<file path="config.mk">
export PLATFORM = sky130hd
export DESIGN_NAME = multicycle_control
export DESIGN_NICKNAME = d
export VERILOG_FILES = /design/src/rtl/legv8_ctrl_pkg.sv /design/src/rtl/opcode_class_decode.sv /design/src/rtl/multicycle_control.sv
export SDC_FILE = /design/constraint.sdc
export NUM_CORES = 1
export LEC_CHECK = 0
export BUFFER_PORTS_ARGS = -buffer_cell sky130_fd_sc_hd__clkbuf_2
export CAP_MARGIN = 25
export CELL_PAD_IN_SITES_DETAIL_PLACEMENT = 1
export CELL_PAD_IN_SITES_GLOBAL_PLACEMENT = 2
export CORE_UTILIZATION = 33
export DETAILED_ROUTE_END_ITERATION = 16
export PLACE_DENSITY_LB_ADDON = 0.1
export SLEW_MARGIN = 25
export SYNTH_ARGS = -nofsm -noshare
export SYNTH_HDL_FRONTEND = slang
export SYNTH_SLANG_ARGS = --single-unit
</file>
<file path="constraint.sdc">
create_clock -name clk -period 7.75 [get_ports clk]
set_clock_uncertainty 0.15 [all_clocks]
set_input_delay 1.55 -clock clk [delete_from_list [all_inputs] [get_ports clk]]
set_output_delay 1.55 -clock clk [all_outputs]
set_load 0.01 [all_outputs]
</file>
<file path="src/rtl/legv8_ctrl_pkg.sv">
// Shared encodings for the LEGv8 multi-cycle sequencer: FSM states, opcode
// classes and the ALUOp / ALUSrcB codes also consumed by the ALU control block.
package legv8_ctrl_pkg;

  typedef enum logic [3:0] {
    S_FETCH  = 4'd0,
    S_DECODE = 4'd1,
    S_EXEC_R = 4'd2,
    S_WB_R   = 4'd3,
    S_ADDR   = 4'd4,
    S_MEM_RD = 4'd5,
    S_WB_LD  = 4'd6,
    S_MEM_WR = 4'd7,
    S_BRANCH = 4'd8,
    S_HALT   = 4'd9
  } state_t;

  // R-type family 1x_x01_01x_000 covers ADD, SUB, AND and ORR.
  localparam logic [10:0] OP_R_MASK    = 11'b100_1111_0111;
  localparam logic [10:0] OP_R_MATCH   = 11'b100_0101_0000;
  localparam logic [10:0] OP_LDUR      = 11'b111_1100_0010;
  localparam logic [10:0] OP_STUR      = 11'b111_1100_0000;
  localparam logic [10:0] OP_CBZ_MASK  = 11'b111_1111_1000;
  localparam logic [10:0] OP_CBZ_MATCH = 11'b101_1010_0000;

  localparam logic [1:0] ALUOP_ADD   = 2'b00;
  localparam logic [1:0] ALUOP_PASSB = 2'b01;
  localparam logic [1:0] ALUOP_FUNCT = 2'b10;

  localparam logic [1:0] SRCB_REG  = 2'b00;
  localparam logic [1:0] SRCB_FOUR = 2'b01;
  localparam logic [1:0] SRCB_SEXT = 2'b10;

  typedef struct packed {
    logic is_r;
    logic is_ldur;
    logic is_stur;
    logic is_cbz;
    logic illegal;
  } op_class_t;

  typedef struct packed {
    logic       pc_write;
    logic       pc_src;
    logic       ior_d;
    logic       ir_write;
    logic       reg2loc;
    logic       mem_read;
    logic       mem_write;
    logic       mem_to_reg;
    logic       reg_write;
    logic       alu_src_a;
    logic [1:0] alu_src_b;
    logic [1:0] alu_op;
  } strobes_t;

  function automatic logic op_match(input logic [10:0] op,
                                    input logic [10:0] mask,
                                    input logic [10:0] match);
    return (op & mask) == match;
  endfunction

endpackage

</file>
<file path="src/rtl/opcode_class_decode.sv">
// Combinational classifier of the 11-bit LEGv8 opcode field into the
// instruction classes the sequencer dispatches on.
module opcode_class_decode
  import legv8_ctrl_pkg::*;
(
  input  logic [10:0] opcode,
  output op_class_t   cls
);

  always_comb begin
    cls         = '0;
    cls.is_r    = op_match(opcode, OP_R_MASK, OP_R_MATCH);
    cls.is_ldur = (opcode == OP_LDUR);
    cls.is_stur = (opcode == OP_STUR);
    cls.is_cbz  = op_match(opcode, OP_CBZ_MASK, OP_CBZ_MATCH);
    cls.illegal = !(cls.is_r || cls.is_ldur || cls.is_stur || cls.is_cbz);
  end

endmodule

</file>
<file path="src/rtl/multicycle_control.sv">
// Multi-cycle LEGv8 control sequencer: fetch/decode/execute/memory/write-back
// FSM with a bounded wait on the unified memory handshake.
module multicycle_control
  import legv8_ctrl_pkg::*;
#(
  parameter int MEM_TIMEOUT = 255,
  parameter int CNT_W       = 32
) (
  input  logic             clk,
  input  logic             reset,
  input  logic [10:0]      opcode,
  input  logic             zero,
  input  logic             mem_ready,
  output logic             PCWrite,
  output logic             PCSrc,
  output logic             IorD,
  output logic             IRWrite,
  output logic             Reg2Loc,
  output logic             MemRead,
  output logic             MemWrite,
  output logic             MemtoReg,
  output logic             RegWrite,
  output logic             ALUSrcA,
  output logic [1:0]       ALUSrcB,
  output logic [1:0]       ALUOp,
  output logic             halt,
  output logic             bus_err,
  output logic [3:0]       state_dbg,
  output logic [CNT_W-1:0] retire_count
);

  // The last wait cycle allowed is MEM_TIMEOUT-1 counted from zero.
  localparam logic [7:0] WAIT_LAST = 8'(MEM_TIMEOUT - 1);

  state_t           state_q, state_d;
  logic [7:0]       wait_q, wait_d;
  logic [CNT_W-1:0] retire_q, retire_d;
  logic             halt_q, halt_d;
  logic             bus_err_q, bus_err_d;
  logic             retire;
  logic             in_mem_state;
  logic             timeout;
  op_class_t        cls;
  strobes_t         st;

  opcode_class_decode u_decode (
    .opcode (opcode),
    .cls    (cls)
  );

  always_comb begin
    state_d   = state_q;
    wait_d    = wait_q;
    halt_d    = halt_q;
    bus_err_d = bus_err_q;
    retire    = 1'b0;

    in_mem_state = (state_q == S_FETCH) || (state_q == S_MEM_RD) ||
                   (state_q == S_MEM_WR);
    timeout      = in_mem_state && !mem_ready && (wait_q == WAIT_LAST);

    case (state_q)
      S_FETCH:  if (mem_ready) state_d = S_DECODE;
      S_DECODE: begin
        if (cls.is_r)                       state_d = S_EXEC_R;
        else if (cls.is_ldur || cls.is_stur) state_d = S_ADDR;
        else if (cls.is_cbz)                state_d = S_BRANCH;
        else begin
          state_d = S_HALT;
          halt_d  = 1'b1;
        end
      end
      S_EXEC_R: state_d = S_WB_R;
      S_WB_R: begin
        state_d = S_FETCH;
        retire  = 1'b1;
      end
      S_ADDR:   state_d = cls.is_stur ? S_MEM_WR : S_MEM_RD;
      S_MEM_RD: if (mem_ready) state_d = S_WB_LD;
      S_WB_LD: begin
        state_d = S_FETCH;
        retire  = 1'b1;
      end
      S_MEM_WR: begin
        if (mem_ready) begin
          state_d = S_FETCH;
          retire  = 1'b1;
        end
      end
      S_BRANCH: begin
        state_d = S_FETCH;
        retire  = 1'b1;
      end
      S_HALT:   state_d = S_HALT;
      default: begin
        state_d = S_HALT;
        halt_d  = 1'b1;
      end
    endcase

    if (timeout) begin
      state_d   = S_HALT;
      halt_d    = 1'b1;
      bus_err_d = 1'b1;
    end

    // Fresh wait budget on every entry into a memory-waiting state.
    if ((state_d != state_q) &&
        ((state_d == S_FETCH) || (state_d == S_MEM_RD) || (state_d == S_MEM_WR)))
      wait_d = 8'd0;
    else if (in_mem_state && !mem_ready && !timeout)
      wait_d = wait_q + 8'd1;

    retire_d = retire_q + CNT_W'(retire);
  end

  always_ff @(posedge clk) begin
    if (reset) begin
      state_q   <= S_FETCH;
      wait_q    <= 8'd0;
      retire_q  <= '0;
      halt_q    <= 1'b0;
      bus_err_q <= 1'b0;
    end else begin
      state_q   <= state_d;
      wait_q    <= wait_d;
      retire_q  <= retire_d;
      halt_q    <= halt_d;
      bus_err_q <= bus_err_d;
    end
  end

  always_comb begin
    st = '0;
    case (state_q)
      S_FETCH: begin
        st.mem_read  = 1'b1;
        st.alu_src_b = SRCB_FOUR;
        st.alu_op    = ALUOP_ADD;
        st.ir_write  = mem_ready;
        st.pc_write  = mem_ready;
      end
      S_DECODE: begin
        st.alu_src_b = SRCB_SEXT;
        st.alu_op    = ALUOP_ADD;
        st.reg2loc   = cls.is_stur || cls.is_cbz;
      end
      S_EXEC_R: begin
        st.alu_src_a = 1'b1;
        st.alu_src_b = SRCB_REG;
        st.alu_op    = ALUOP_FUNCT;
      end
      S_WB_R: begin
        st.reg_write = 1'b1;
        st.alu_op    = ALUOP_FUNCT;
      end
      S_ADDR: begin
        st.alu_src_a = 1'b1;
        st.alu_src_b = SRCB_SEXT;
        st.alu_op    = ALUOP_ADD;
        st.reg2loc   = 1'b1;
      end
      S_MEM_RD: begin
        st.mem_read = 1'b1;
        st.ior_d    = 1'b1;
      end
      S_WB_LD: begin
        st.reg_write  = 1'b1;
        st.mem_to_reg = 1'b1;
      end
      S_MEM_WR: begin
        st.mem_write = 1'b1;
        st.ior_d     = 1'b1;
        st.reg2loc   = 1'b1;
      end
      S_BRANCH: begin
        st.reg2loc   = 1'b1;
        st.alu_src_a = 1'b1;
        st.alu_src_b = SRCB_REG;
        st.alu_op    = ALUOP_PASSB;
        st.pc_write  = zero;
        st.pc_src    = zero;
      end
      default: st = '0;
    endcase
    if (reset) st = '0;
  end

  assign PCWrite      = st.pc_write;
  assign PCSrc        = st.pc_src;
  assign IorD         = st.ior_d;
  assign IRWrite      = st.ir_write;
  assign Reg2Loc      = st.reg2loc;
  assign MemRead      = st.mem_read;
  assign MemWrite     = st.mem_write;
  assign MemtoReg     = st.mem_to_reg;
  assign RegWrite     = st.reg_write;
  assign ALUSrcA      = st.alu_src_a;
  assign ALUSrcB      = st.alu_src_b;
  assign ALUOp        = st.alu_op;
  assign halt         = halt_q;
  assign bus_err      = bus_err_q;
  assign state_dbg    = state_q;
  assign retire_count = retire_q;

endmodule

</file>
==> impl_results.md, run 1 <==
* Post-synth top area cell: dfxtp_1
* Post-Route Setup TNS at 0 ns
* CP Cell Sequence: clkbuf_2 -> nor4b_2 -> a31oi_1 -> nor4_1 -> o21bai_1 -> a21oi_1 -> clkbuf_2
* I/O Buffers at 66
* VDD IR max at 0.06996 mV
* Routed WL at about 7300 um
* Initial antenna violation count at 0
* Met3 WL at ~230 um
* Row count at 32
* Post-CTS resize count at 0
* Width of the chip at 92.10 um
* Count leader, synth: nor2_1
* Worst-Margin Slew at around 1.1 ns
* CTS root buf: clkbuf_8
* Largest cells by area after synthesis: dfxtp_1, xor2_1, nor2_1, nand3_1, nand4_1
* Max-slew violations at 0
* Core area at 7807 sq um
* Leakage Power at about 1.2 nW
* Slowest stage delay, CP at roughly 0.45 ns
* Hold Crit Start: retire_count[6]
* Final setup vio count at 0
* Final GP Congestion at approximately 0.73
* # IOs at 67
* Seq/Total Area, Yosys at 0.3438
* RSZ-0062 raised after global routing: false
* Top sig layer: met4
* Drt wl/cell at around 15 um
* Synth cell count leaders: nor2_1, dfxtp_1, xor2_1
* Setup Buffers After CTS at 0
* Layout cell share with drive strength beyond 1 at 0.2422
* Tmin final at between 4 and 5 ns
* Vias per std cell at between 5 and 6
* Final period util at 0.5934
* Final Worst Setup Slack at 3.152 ns
* Layout Utilization at 0.4079
* First-pass GRT wire length at 12530 um
* Vias in the first global route at roughly 2600
* Total power at between 0.0005 and 0.0006 W
* Share of Yosys cell area claimed by the top area cell type at 0.3438
* H-tree lvl count at 2
* Max-cap viol count at 0
* Clock sinks at between 40 and 50
* Area Overhead vs Synth at 18.87%
* Routed via count at approximately 2600
* CP startpoint kind: input port
* Largest net degree at the start of global routing at between 50 and 60
* Die Ht at 92.10 um
* DRT iter0 DRCs at 110
* Worst hold-check slack at around 0.36 ns
* Total GRT Usage at 0.1816
* Cts bufs inserted at 5
* DRC viols at 0
* Post-CTS Hold Fix Bufs at 0
* Ant. Diodes at 0
* CTS tree: yes
* Avg Cell Area, Syn at just over 8 sq um
* Nets@finish at between 400 and 500
* Critical Path End Type: output pin
* Clk slew on worst S/H paths at about 0.09 ns
* R2R setup slack at roughly 4.8 ns
* Buffers & Inverters on Critical Path at 2
* Pre-Repair DR Iteration Count at 4
* Worst Hold Path EP: retire_count[6]
* Cells after synthesis at roughly 330
* WL met1 at roughly 3700 um
* Cell mode on critical path: clkbuf_2
* Synth Warn # at 0
* Critical path data arrival time at 2.90 ns
* Syn_nets at 344
* Worst hold stages at 2
* Pre-CTS setup slack at ~3.2 ns
* Ys flop type: dfxtp_1
* Slew headroom at 0.2891
* Power density over the cells at around 160 nW/um^2
* Asr flop ratio synth at 0
* Data required time of the critical path at about 6 ns
* FF-to-FF Start: state_dbg[1]
* Metal2 WL at 3343 um
* Yosys reg bits at 46
* Final Hold Violating Endpoints at 0
* HPWL after DPL at between 5000 and 6000 um
* Total congestion overflow at 0
* Reg2Reg Depth at 5
* CTS max path bufs at 2
* Post-synth EDFFs at 0
* Die footprint at 8481 sq um
* Worst path slowest cell: nor4b_2
* CP top delay family: simple AND/OR/NAND/NOR gates
* Post-Synthesis Cell Area at ~2700 sq um
* Outcome: complete, no violations
* Worst Path Max Fanout at 5
* Initial core utilization at 0.3431
* Clk_lat worst skew at roughly 0.30 ns
* Min-delay worst type: register to register
* Antenna Nets Post-Route at 0
* Peak Freq at 217.5 MHz
* Crit Path Class: input port to output pin
* Unique cell type count in the Yosys netlist at 53
* Reg-to-reg endpoint: wait_q[6]
-- logic make-up after synthesis --
kind of cell               count (synthesis)  synth area share
and+or+nand+nor                          161            0.3396
xor gates and xnor gates                  29           0.09481
AOI/OAI and AO/OA                         58            0.1588
buffers and inverters                     27           0.04437
DFF                                       46            0.3438
adders and majority gates                  4           0.01868
-- worst min-delay path, cell delays in order (launching register included) --
cell and delay [ns]:
dfxtp_1 0.33, o21ai_0 0.07, a21oi_1 0.06
-- layout make-up --
class,instances,area (sq um)
clock buffer,7,76.32
clock inverter,1,30.03
fill,985,4623
inverter,8,30.03
multi-input combinational,252,1639
sequential,46,920.9
tap,102,127.6
timing repair buffer,70,360.3
-- stage by stage --
| step | std cells | cell area (sq um) |
|---|---|---|
| 2_1_floorplan | 325 | 2679 |
| 3_3_place_gp | 478 | 3078 |
| 3_5_place_dp | 478 | 3078 |
| 4_1_cts | 486 | 3184 |
| 5_1_grt | 486 | 3184 |
| 6_report | 486 | 3184 |
-- cells in the final DEF, fill, tap and decap left out, drive strengths merged, types with 7 or more instances in the layout --
cell and instances:
nor2 49, clkbuf 73, o21ai 10, dfxtp 46
o32ai 8, nand4 15, and3 7, nor3 10
inv 8, nand2 15, o22ai 7, a21oi 9
nand3 21, nor4 8, xor2 25
-- metal layers --
layer,global-route usage,vias to the layer above
met2,0.2910,45
li1,-,1292
met1,0.2535,1251
met3,0.03317,5
met4,0.03776,0
met5,0,-
-- power by group --
group	switching, W	leakage (nW)	total (W)	internal [W]
registers	0.0000111	0.371	0.000253	0.000241
clock network	0.0000814	0.0524	0.000178	0.0000967
logic	0.0000450	0.811	0.0000735	0.0000285
total	0.000138	1.24	0.000504	0.000367
-- sequential cells by signal, summed over array words and instances, names as in the netlist --
signal and count:
state_dbg 4, wait_q 8, halt 1, bus_err 1
retire_count 32
-- worst max path at each step --
stage,end,start,cells past startpoint
after floorplan,Reg2Loc,opcode[0],5
after detailed placement,Reg2Loc,opcode[0],7
after CTS,Reg2Loc,opcode[0],7
final,Reg2Loc,opcode[0],7
after global routing,Reg2Loc,opcode[0],7
after global placement,Reg2Loc,opcode[0],7
No activity file was read; power rests on OpenSTA's default activity.
==> run 2: changes to the inputs <==
--- a/config.mk
+++ b/config.mk
@@ -9,7 +9,7 @@
 export CAP_MARGIN = 25
 export CELL_PAD_IN_SITES_DETAIL_PLACEMENT = 1
 export CELL_PAD_IN_SITES_GLOBAL_PLACEMENT = 2
-export CORE_UTILIZATION = 33
+export CORE_UTILIZATION = 28
 export DETAILED_ROUTE_END_ITERATION = 16
 export PLACE_DENSITY_LB_ADDON = 0.1
 export SLEW_MARGIN = 25
==> constraint.sdc (replaced) <==
create_clock -name clk -period 4.2 [get_ports clk]
set_clock_uncertainty 0.15 [all_clocks]
set_input_delay 0.84 -clock clk [delete_from_list [all_inputs] [get_ports clk]]
set_output_delay 0.84 -clock clk [all_outputs]
set_load 0.01 [all_outputs]
==> run 2 against run 1 <==
Net effect: core utilization decreased by 5.9 points; global-route usage decreased by 2.8 points; combinational power increased by 88%; flip-flop and latch count unchanged; via count increased by 0.15%; critical path depth unchanged; first-iteration DRC count decreased by 43%; critical path type unchanged; critical endpoint unchanged; largest cell class unchanged.
==> impl_results.md, run 2 (same netlist as run 1, synthesis figures left out) <==
* Outcome: complete, no violations
* I/O Buffers at 66 (unchanged)
* Clock sinks at 46 (unchanged)
* Final setup vio count at 0 (unchanged)
* Routed WL at 7455 um (+2.2%)
* Hold Crit Start: bus_err
* CP Cell Sequence: clkbuf_2 -> nor4b_2 -> a31oi_1 -> nor4_1 -> o21bai_1 -> a21oi_1 -> clkbuf_2
* Fill cells at 1127 (+14%)
* Clk slew on worst S/H paths at 0.08 ns (about the same)
* Fin area at 3221 sq um (+1.1%)
* Initial core utilization at 0.2899 (-0.05320)
* Leakage Power at 1.244 nW (+0.72%)
* DRT iter0 DRCs at 63 (-43%)
* Critical Path End Type: output pin
* Layout cell share with drive strength beyond 1 at 0.2506 (+0.008458)
* HPWL after DPL at 5358 um (+2.8%)
* Tmin final at roughly 3.2 ns
* Vias in the first global route at 2528 (-1.6%)
* Clk_lat worst skew at 0.30 ns (about the same)
* Buffers & Inverters on Critical Path at 2 (unchanged)
* Area after DPL at 3134 sq um (+1.8%)
* Final GP Congestion at 0.7033 (-3.4%)
* # IOs at 67 (unchanged)
* Power density over the cells at 271.7 nW/um^2 (+72%)
* Peak Freq at roughly 310 MHz
* Most used cells in the layout excluding fill and tap cells: clkbuf_2, nor2_1, dfxtp_1
* Final Hold Violating Endpoints at 0 (unchanged)
* Vias per std cell at 5.033 (-5.7%)
* Initial antenna violation count at 0 (unchanged)
* Antenna Nets Post-Route at 0 (unchanged)
* Largest net degree at the start of global routing at 29 (-47%)
* Die Ht at 99.81 um (+8.4%)
* Min-delay worst type: register to register
* Reg2Reg Depth at 5 (unchanged)
* Routed via count at 2597 (+0.15%)
* CTS tree: yes
* Max-slew violations at 0 (unchanged)
* Nets@finish at 405 (+0.75%)
* Leading cell type in the layout, fill and taps excluded: clkbuf_2
* CTS root buf: clkbuf_8
* Worst Path Max Fanout at 5 (unchanged)
* Worst-Margin Slew at 0.7879 ns (-0.2745 ns)
* Cts bufs inserted at 5 (unchanged)
* Core area at 9240 sq um (+18%)
* Ant. Diodes at 0 (unchanged)
* Total GRT Usage at 0.1532 (-0.02843)
* Post-Route Setup TNS at 0 ns (unchanged)
* First-pass GRT wire length at 12450 um (-0.66%)
* Row count at 35 (+9.4%)
* Worst hold stages at 2 (unchanged)
* Area Overhead vs Synth at 20.22%
* Post-CTS resize count at 0 (unchanged)
* R2R setup slack at 1.22 ns (-3.56 ns)
* Max-cap viol count at 0 (unchanged)
* Data required time of the critical path at 3.21 ns (-2.84 ns)
* Width of the chip at 99.81 um (+8.4%)
* Crit Path Class: input port to output pin
* H-tree lvl count at 2 (unchanged)
* Post-CTS Hold Fix Bufs at 0 (unchanged)
* FF-to-FF Start: state_dbg[2]
* Cell mode on critical path: clkbuf_2
* Worst path slowest cell: nor4b_2
* Pre-Repair DR Iteration Count at 4 (unchanged)
* DRC viols at 0 (unchanged)
* CP startpoint kind: input port
* Die footprint at 9962 sq um (+17%)
* Drt wl/cell at 14.45 um (-3.7%)
* Setup Buffers After CTS at 0 (unchanged)
* Critical path data arrival time at 2.21 ns (-0.69 ns)
* Worst Hold Path EP: bus_err
* Reg-to-reg endpoint: wait_q[2]
* CP top delay family: simple AND/OR/NAND/NOR gates
* CTS max path bufs at 2 (unchanged)
* Max reg flops at 32 (unchanged)
* WP depth at 7 (unchanged)
* Total congestion overflow at 0 (unchanged)
* Slew headroom at 0.4738 (+0.1847)
* Slowest stage delay, CP at 0.44 ns (about the same)
* RSZ-0062 raised after global routing: false
* VDD IR max at 0.1041 mV (+49%)
* Final period util at 0.7630
-- run 2: cell types whose count changed in the layout (fill, tap and decap cells not counted), sizes merged --
cell    change
buf         +3
clkbuf      -1
clkinv      +2
bufinv      -1
-- run 2: layout make-up --
| class | instances | area (sq um) | area share |
|---|---|---|---|
| inverter | 8 | 30.03 | 0.009324 |
| multi-input combinational | 252 | 1639 | 0.5089 |
| clock buffer | 6 | 72.57 | 0.02253 |
| sequential | 46 | 920.9 | 0.2859 |
| clock inverter | 2 | 13.76 | 0.004274 |
| timing repair buffer | 73 | 382.9 | 0.1189 |
| tap | 129 | 161.4 | 0.05012 |
-- run 2: how the worst max path moves through the flow --
stage          startpoint          endpoint
3_3_place_gp    opcode[0]           Reg2Loc
6_report        opcode[0]           Reg2Loc
3_5_place_dp    opcode[0]           Reg2Loc
2_1_floorplan   mem_ready  retire_count[12]
5_1_grt         opcode[0]           Reg2Loc
4_1_cts         opcode[0]           Reg2Loc
-- run 2: power breakdown --
part           leakage [nW]  switching [W]  internal (W)
Sequential            0.371      0.0000197      0.000445
Clock                0.0452       0.000154      0.000118
Combinational         0.827      0.0000837     0.0000542
Total                  1.24       0.000257      0.000617
-- run 2: metrics by stage --
step,hold WS (ns),util,setup slack [ns],power [W],instances
5_1_grt,0.3934,0.3485,0.7443,0.0009257,516
3_3_place_gp,0.3018,0.3392,1.017,0.0006130,508
3_5_place_dp,0.3362,0.3392,1.016,0.0006149,508
4_1_cts,0.3569,0.3485,1.006,0.0008948,516
2_1_floorplan,0.3547,-,1.256,0.0005677,325
6_report,0.3432,0.3485,0.9953,0.0008749,516
-- run 2: layer usage --
metal	part of all wire	vias up	GRT usage
met1	0.52	1249	0.2144
met5	0	-	0
met3	0.026	9	0.02577
li1	-	1303	-
met2	0.44	36	0.2440
met4	0.0080	0	0.03846
-- run 2: tightest hold or removal path, stage by stage, from the launching register on --
cell,delay [ns]
dfxtp_1,0.35
nor2_1,0.05
nor2_1,0.07
